[config.mk]
export PLATFORM = sky130hd
export DESIGN_NAME = encode_sched
export DESIGN_NICKNAME = d
export VERILOG_FILES = /design/src/rtl/encode_pkg.sv /design/src/rtl/encode_sched_rr.sv /design/src/rtl/encode_sched.sv
export SDC_FILE = /design/constraint.sdc
export NUM_CORES = 1
export LEC_CHECK = 0
export BUFFER_PORTS_ARGS = -buffer_cell sky130_fd_sc_hd__buf_2
export CAP_MARGIN = 10
export CORE_ASPECT_RATIO = 1.4
export CORE_MARGIN = 3
export CORE_UTILIZATION = 50
export DETAILED_ROUTE_END_ITERATION = 10
export GPL_TIMING_DRIVEN = 0
export MAX_ROUTING_LAYER = met4
export PLACE_DENSITY_LB_ADDON = 0.1
export RECOVER_POWER = 100
export SLEW_MARGIN = 20
export SYNTH_ARGS = -nofsm -noshare
export SYNTH_HDL_FRONTEND = slang
export SYNTH_HIERARCHICAL = 1
export SYNTH_SLANG_ARGS = --single-unit
[constraint.sdc]
create_clock -name clk -period 2.2 [get_ports clk]
set_clock_uncertainty 0.2 [all_clocks]
set_input_delay 0.22 -clock clk [delete_from_list [all_inputs] [get_ports clk]]
set_output_delay 0.22 -clock clk [all_outputs]
set_load 0.005 [all_outputs]
[src/rtl/encode_pkg.sv]
// Shared types and constants for the LZS encode job scheduler.
package encode_pkg;

  typedef enum logic [2:0] {
    S_IDLE,
    S_ARB,
    S_ERST,
    S_RUN,
    S_FIN
  } state_e;

  localparam int ERST_CYCLES = 2;

  typedef logic chan_t;

  function automatic logic [1:0] chan_onehot(input chan_t c);
    return c ? 2'b10 : 2'b01;
  endfunction

endpackage

[src/rtl/encode_sched_rr.sv]
// Two-way round-robin arbiter: on contention the channel not served last wins.
module encode_sched_rr
  import encode_pkg::*;
(
  input  logic [1:0] req_i,
  input  chan_t      ptr_i,
  output logic [1:0] win_o,
  output logic       vld_o
);

  always_comb begin
    win_o = 2'b00;
    unique case (req_i)
      2'b01:   win_o = 2'b01;
      2'b10:   win_o = 2'b10;
      2'b11:   win_o = ptr_i ? 2'b01 : 2'b10;
      default: win_o = 2'b00;
    endcase
  end

  assign vld_o = |req_i;

endmodule

[src/rtl/encode_sched.sv]
// Two-channel job scheduler/sequencer for the shared LZS encode engine.
// Optional RUN watchdog enabled by defining ENCODE_SCHED_TMO_EN.
module encode_sched
  import encode_pkg::*;
#(
  parameter int LZF_WIDTH  = 20,
  parameter int WCNT_WIDTH = 16,
  parameter int TMO_WIDTH  = 16
) (
  input  logic                  clk,
  input  logic                  rst,
  input  logic [1:0]            req,
  input  logic [LZF_WIDTH-1:0]  len0,
  input  logic [LZF_WIDTH-1:0]  len1,
  input  logic                  abort,
  input  logic                  m_dst_putn,
  input  logic                  m_endn,
  output logic [1:0]            gnt,
  output logic [1:0]            done,
  output logic                  done_err,
  output logic [WCNT_WIDTH-1:0] done_words,
  output logic                  eng_sel,
  output logic [LZF_WIDTH-1:0]  eng_cnt,
  output logic                  eng_rst,
  output logic                  eng_ce,
  output logic                  busy
);

  state_e state_q, state_d;

  logic [1:0] win;
  logic       win_vld;
  chan_t      ptr_q, ptr_d;

  logic [WCNT_WIDTH-1:0] wcnt_q, wcnt_d;
  logic [1:0]            erst_q, erst_d;
  logic                  fin_err;

  logic [1:0]            gnt_q, gnt_d, done_q, done_d;
  logic                  done_err_q, done_err_d;
  logic [WCNT_WIDTH-1:0] done_words_q, done_words_d;
  chan_t                 eng_sel_q, eng_sel_d;
  logic [LZF_WIDTH-1:0]  eng_cnt_q, eng_cnt_d;
  logic                  eng_rst_q, eng_rst_d, eng_ce_q, eng_ce_d, busy_q, busy_d;

`ifdef ENCODE_SCHED_TMO_EN
  logic [TMO_WIDTH-1:0] tmo_q, tmo_d;
  logic                 tmo_hit;

  always_comb begin
    tmo_d = '0;
    if (state_q == S_RUN && m_dst_putn) tmo_d = tmo_q + 1'b1;
  end
  assign tmo_hit = (state_q == S_RUN) && (tmo_d == '1);

  always_ff @(posedge clk) begin
    if (rst) tmo_q <= '0;
    else     tmo_q <= tmo_d;
  end
`endif

  encode_sched_rr u_rr (
    .req_i (req),
    .ptr_i (ptr_q),
    .win_o (win),
    .vld_o (win_vld)
  );

  always_ff @(posedge clk) begin
    if (rst) state_q <= S_IDLE;
    else     state_q <= state_d;
  end

  // Abort takes priority over end-of-stream; end-of-stream over timeout.
  always_comb begin
    state_d = state_q;
    fin_err = 1'b0;
    unique case (state_q)
      S_IDLE: if (win_vld) state_d = S_ARB;
      S_ARB:  state_d = (eng_cnt_q == '0) ? S_FIN : S_ERST;
      S_ERST: begin
        if (abort) begin
          state_d = S_FIN;
          fin_err = 1'b1;
        end else if (erst_q == 2'(ERST_CYCLES - 1)) begin
          state_d = S_RUN;
        end
      end
      S_RUN: begin
        if (abort) begin
          state_d = S_FIN;
          fin_err = 1'b1;
        end else if (!m_endn) begin
          state_d = S_FIN;
`ifdef ENCODE_SCHED_TMO_EN
        end else if (tmo_hit) begin
          state_d = S_FIN;
          fin_err = 1'b1;
`endif
        end
      end
      S_FIN:   state_d = S_IDLE;
      default: state_d = S_IDLE;
    endcase
  end

  always_comb begin
    wcnt_d = wcnt_q;
    if (state_q == S_ARB) wcnt_d = '0;
    else if (state_q == S_RUN && !m_dst_putn && wcnt_q != '1) wcnt_d = wcnt_q + 1'b1;
    erst_d       = (state_q == S_ERST) ? erst_q + 2'd1 : 2'd0;
    ptr_d        = (state_q == S_FIN) ? eng_sel_q : ptr_q;
    gnt_d        = (state_d == S_ARB) ? win : 2'b00;
    eng_sel_d    = (state_d == S_ARB) ? win[1] : eng_sel_q;
    eng_cnt_d    = (state_d == S_ARB) ? (win[1] ? len1 : len0) : eng_cnt_q;
    done_d       = (state_d == S_FIN) ? chan_onehot(eng_sel_q) : 2'b00;
    done_err_d   = (state_d == S_FIN) && fin_err;
    done_words_d = (state_d == S_FIN) ? wcnt_d : '0;
    eng_rst_d    = (state_d != S_RUN);
    eng_ce_d     = (state_d == S_RUN);
    busy_d       = (state_d != S_IDLE);
  end

  always_ff @(posedge clk) begin
    if (rst) begin
      ptr_q        <= 1'b1;
      wcnt_q       <= '0;
      erst_q       <= 2'd0;
      gnt_q        <= 2'b00;
      done_q       <= 2'b00;
      done_err_q   <= 1'b0;
      done_words_q <= '0;
      eng_sel_q    <= 1'b0;
      eng_cnt_q    <= '0;
      eng_rst_q    <= 1'b1;
      eng_ce_q     <= 1'b0;
      busy_q       <= 1'b0;
    end else begin
      ptr_q        <= ptr_d;
      wcnt_q       <= wcnt_d;
      erst_q       <= erst_d;
      gnt_q        <= gnt_d;
      done_q       <= done_d;
      done_err_q   <= done_err_d;
      done_words_q <= done_words_d;
      eng_sel_q    <= eng_sel_d;
      eng_cnt_q    <= eng_cnt_d;
      eng_rst_q    <= eng_rst_d;
      eng_ce_q     <= eng_ce_d;
      busy_q       <= busy_d;
    end
  end

  assign gnt        = gnt_q;
  assign done       = done_q;
  assign done_err   = done_err_q;
  assign done_words = done_words_q;
  assign eng_sel    = eng_sel_q;
  assign eng_cnt    = eng_cnt_q;
  assign eng_rst    = eng_rst_q;
  assign eng_ce     = eng_ce_q;
  assign busy       = busy_q;

endmodule

---- Word level (Yosys, flattened, before mapping) ----
Cells that the tools add are included.
operators by class
  $add $sub $neg .......................... 2
  equal/unequal tests ..................... 13
  mux-type cells .......................... 15
  bitwise gates (word level) .............. 3
  reduce and logical (&&, ||, !) cells .... 12
operators with widths
  cell                   number
  $mux 16                2
  $logic_not 20->1       1
  $mux 20                1
  $mux 3                 6
  $add 16x1->16 const B  1
  $ne 16x16->1 const B   1
  $pmux 3 s4             1
  $reduce_or 2->1        5
  $eq 3x2->1 const B     3
  $eq 3x1->1 const B     2
  $eq 3x3->1 const B     2
  $pmux 2 s3             1
  $eq 2x1->1 const B     2
  $eq 2x2->1 const B     2
  $mux 2                 2
  $logic_and 1x1->1      3
  $logic_not 3->1        1
  $ne 3x2->1 const B     1
  $not 1->1              3
  $reduce_bool 3->1      1
  $add 2x1->2 const B    1
  $mux 1                 2
  $logic_not 1->1        1
word-level totals
  register bits ........................... 67
  input port bits ......................... 47
  output and inout bits ................... 45
  logic and storage cells ................. 58

---- Longest topological paths before layout ----
  depth in word-level cells ............... 7
  depth in mapped cells ................... 6
  gate-level depth less buffers ........... 6

---- Hierarchy ----
Netlist, hierarchy kept.
modules (own cells, without submodules)
  module           times used  cells an instance  area an instance (um2)  sequential area each (um2)
  encode_sched     1           290                2851.5                  1341.3
  encode_sched_rr  1           4                  25.0                    0.0

---- Worst setup path after synthesis ----
OpenSTA, ideal clock, no wires.
  kind .................................... register to register
  start ................................... register wcnt_q[0]
  end ..................................... register done_words_q[1], in the netlist done_words[1]
  setup time .............................. 119 ps
  arrival time ............................ 1684 ps
  data required time ...................... 1881 ps
  path slack .............................. 197 ps
  stages on the path, launching flop included .. 7
  path buffers ............................ 1
  period minus slack after synthesis ...... 2003 ps
  cells stage by stage .................... dfxtp_1 -> ha_1 -> nand4_2 -> o41ai_4 -> buf_4 -> mux2i_1 -> nor2_1
between the ends
  longest elaborated chain between the ends .. 4
  elaborated cells on any way between the ends .. 5
  classes of those cells .................. add/sub (1); eq/ne (1); mux (2); reduce/logical (1)
ends and longest elaborated chain
  element                                                RTL line             source
  start: declaration                                     encode_sched.sv:35   logic [WCNT_WIDTH-1:0] wcnt_q, wcnt_d;
  start signal: assignment                               encode_sched.sv:140  wcnt_q <= wcnt_d;
  branches (longest 2 deep; another with $add 16x1->16)  --
  $mux 16 *                                              encode_sched.sv:110  else if (state_q == S_RUN && !m_dst_putn && wcnt_q != '1) wcnt_d = wcnt_q + 1'b1;
  $mux 16 *                                              encode_sched.sv:109  if (state_q == S_ARB) wcnt_d = '0;
  end signal: assignment                                 encode_sched.sv:145  done_words_q <= done_words_d;
  end: declaration                                       encode_sched.sv:41   logic [WCNT_WIDTH-1:0] done_words_q, done_words_d;
Every way passes the cells marked *.
A chain may end at the register's enable or synchronous reset.

---- Worst setup path in the final report ----
  start ................................... register state_q[2]
  end ..................................... register wcnt_q[13]
between the ends
  longest elaborated chain between the ends .. 5
  elaborated cells on any way between the ends .. 6
  classes of those cells .................. eq/ne (2); mux (2); reduce/logical (2)
ends and longest elaborated chain
  element                          RTL line             source
  start: declaration               encode_sched.sv:29   state_e state_q, state_d;
  start signal: assignment         encode_sched.sv:71   else state_q <= state_d;
  $eq 3x2->1                       encode_sched.sv:110
  $logic_and 1x1->1 (2 in series)  encode_sched.sv:110
  $mux 16                          encode_sched.sv:110
  $mux 16 *                        encode_sched.sv:109
Mark *: on every way between the ends. The rest lies on a longest branch, timed or not.

==> summary.md <==
| Metric | Value |
|---|---|
| Sequential element share of the synthesized area | 46.63% |
| H-tree depth | 3 |
| Ys async rst share | 0% |
| Worst-Skew Late Latency | approximately 0.34 ns |
| Num CTS Buffers | 9 |
| Hold Fails Final Rpt | 0 |
| Clock Sinks | 67 |
| Fmax | 482.5 MHz |
| Area contributors post-synth | dfxtp_1 47%, mux2i_1 8.4%, a211oi_1 5.5% |
| Worst Path Arrival | ~2.1 ns |
| Largest net degree at the start of global routing | 11 |
| Layout Cells excl Fill | 470 |
| Slew HR | a little under three fifths |
| Leak pwr | about 1.4 nW |
| Adder-Cell Fraction of Synth Area | less than 1% |
| Largest family of logic cells by synthesized area | simple AND/OR/NAND/NOR gates |
| Share of cells above drive strength 1 | a little over a quarter |
| VDD IR max | between 400 and 500 uV |
| Cell Pwr Density | between 700 and 800 mW/mm^2 |
| CP Capture Type | register |
| DIE AREA | between 0.006 and 0.007 mm^2 |
| ANT cells | 0 |
| CTS tree | yes |
| Syn avg cell area | about 10 um^2 |
| Slew @ Worst Pin | approximately 0.67 ns |
| # fillers | around 490 |
| CP startpoint kind | register |
| Sequential share of power | around half |
| Number of synthesized register bits | 67 |
| CTS Buffer Depth | 2 |
| Critical path, cell by cell | buf_6 -> nand4bb_4 -> or3_1 -> or4_1 -> a21oi_1 |
| WL final | between 6 and 7 mm |
| Root Buffer | clkbuf_8 |
| Placed insts | 453 |
| DRC violations left | 0 |
| Clock power frac | a little under two fifths |
| Clock transition at path regs | roughly 0.07 ns |
| Post-synthesis simple-gate area fraction | between 20% and 30% |
| Post-Syn Area | ~0.0029 mm^2 |
| Die Ht | 95.75 um |
| Util after Layout | 64.97% |
| I/O Buffers | around 90 |
| Crit share post-route | 94.20% |
| Switching share of total power | about a quarter |
| Post-route minimum period | roughly 2.1 ns |
| Gp weighted congestion | ~0.91 |
| CP required | 2.27 ns |
| Final Max Tran Viols | 0 |
| Synth Area in XOR/XNOR | less than 1% |
| CP Max Fanout | 9 |
| Compound-gate portion of the synthesized area | between 15 and 20% |
| Post-synth cell types | 53 |
| Vias per cell | between 5 and 6 |
| Hold_ws | roughly 0.0090 ns |
| Area delta synth->final | 24.79% |
| RSZ-0062 raised after global routing | no |
| Ys flop type | dfxtp_1 |
| Hold WC Path Type | in -> reg |
| Tot GR Track Use | a little over a fifth |
| Critical-path top delay cell | or4_1 |
| Post-synth top area cell | dfxtp_1 |
| Initial Util | between 50% and 60% |
| Mux share of post-synthesis cell area | 8.743% |
| I/O pin count | just over 90 |
| Crit-path max cell delay | 0.51 ns |
| Vias in the first global route | 2519 |
| Logic gate share of total power | 14.0% |
| Internal power | a little over 0.002 W |
| Setup CP Type | reg -> reg |
| DRT Pass-1 Iters | 4 |
| HPWL after DPL | 5.005 mm |
| Cell row count | 32 |
| Setup TNS | 0 ns |
| First-pass GRT wire length | about 11 mm |
| DRT iter0 DRCs | 170 |
| Avg WL per Cell | 14.10 um |
| Yosys warns | 6 |
| Synth cell count leaders | 67 x dfxtp_1, 33 x nor2_1, 24 x mux2i_1 |
| Area share of the largest cell type after synthesis | 46.63% |
| Syn Inst Count | 294 |
| Switch Pwr | ~0.0007 W |
| # setup viols final | 0 |
| DRT antenna net count | 0 |
| Status | complete, no violations |
| Most frequent cell after synthesis | dfxtp_1 |
| Initial antenna violation count | 0 |
| Core area | about 0.0055 mm^2 |
| Die Width | around 70 um |
| Post-Syn Nets | approximately 340 |
| Nets | ~450 |
| Max-cap violation count | 0 |
| Congestion Overflow GR | 0 |
| Via Count | between 2000 and 3000 |
| EDFF count, synth | 0 |
[layout by cell type, fill, tap and decap left out, drive strengths merged, types with 10 or more instances in the layout]
master / count
a211oi: 21
a21oi: 17
buf: 73
clkbuf: 49
dfxtp: 67
mux2i: 24
nor2: 33
nor3: 12
o21ai: 10
or3: 10
[cell type report]
| type | count | area (um^2) | area share, % |
|---|---|---|---|
| Inverter | 6 | 22.52 | 0.6274 |
| Multi-Input combinational cell | 204 | 1398 | 38.93 |
| Tap cell | 68 | 85.08 | 2.370 |
| Buffer | 17 | 105.1 | 2.928 |
| Sequential cell | 67 | 1343 | 37.40 |
| Clock inverter | 2 | 35.03 | 0.9760 |
| Clock buffer | 13 | 158.9 | 4.427 |
| Timing Repair Buffer | 93 | 442.9 | 12.34 |
[power by group through the flow]
stage                     clock network, W  registers (W)  logic [W]
final                              0.00102        0.00133   0.000384
after global routing               0.00110        0.00134   0.000431
after CTS                          0.00104        0.00133   0.000399
after detailed placement                 0        0.00136   0.000397
after global placement                   0        0.00136   0.000388
after floorplan                          0        0.00136   0.000231
[kinds of logic after synthesis]
family	count (synthesis)
simple gates	110
buf+inv	23
compound gates	66
mux	25
fa+ha+maj	2
flops	67
xor+xnor	1
[final timing paths]
| path | cells after the start | from | endpoint | slack, ns |
|---|---|---|---|---|
| worst max-delay path | 5 | state_q[2] | wcnt_q[13] | 0.13 |
| worst min-delay path | 3 | len0[18] | eng_cnt[18] | 0.009 |
| worst max register to register | 5 | state_q[2] | wcnt_q[13] | 0.13 |
| worst min register to register | 1 | erst_q[0] | erst_q[0] | 0.24 |
[through the flow]
| stage | area [um^2] | setup WS [ns] | power [W] |
|---|---|---|---|
| floorplan | 2877 | 0.1969 | 0.001589 |
| CTS | 3635 | 0.03274 | 0.002768 |
| finish | 3590 | 0.1275 | 0.002736 |
| detailed placement | 3417 | -0.1078 | 0.001754 |
| global route | 3590 | 0.01043 | 0.002873 |
| global placement | 3417 | -0.1338 | 0.001746 |
[critical path: cells and delay by family, from the launching register on]
family	cells	cell delay (ns)
simple gates	3	1.19
flops	1	0.31
compound gates	1	0.17
buf+inv	1	0.13
[sequential cells by signal (all words and copies together) (netlist names), 2 cells and up]
name	count
wcnt_q	16
eng_cnt	20
erst_q	2
done_words	16
gnt	2
done	2
state_q	3
[metal layers]
| layer | up-vias | global-route usage (%) | part of all wire, % |
|---|---|---|---|
| met5 | - | - | 0 |
| met4 | 0 | 11.02 | 1.9 |
| met3 | 12 | 4.911 | 5.4 |
| met2 | 83 | 38.80 | 54 |
| met1 | 1196 | 22.88 | 39 |
| li1 | 1301 | - | - |
[timing repair]
action | CTS | global route
gates resized for setup | 2 | 3
endpoints found under the hold margin | 1 | 0
setup buffers | 1 | 0
hold buffers | 1 | 0
gates cloned | 0 | 0
endpoints found under the setup margin | 13 | 9
pin swaps | 1 | 1
Power figures use the tool's default switching activity.
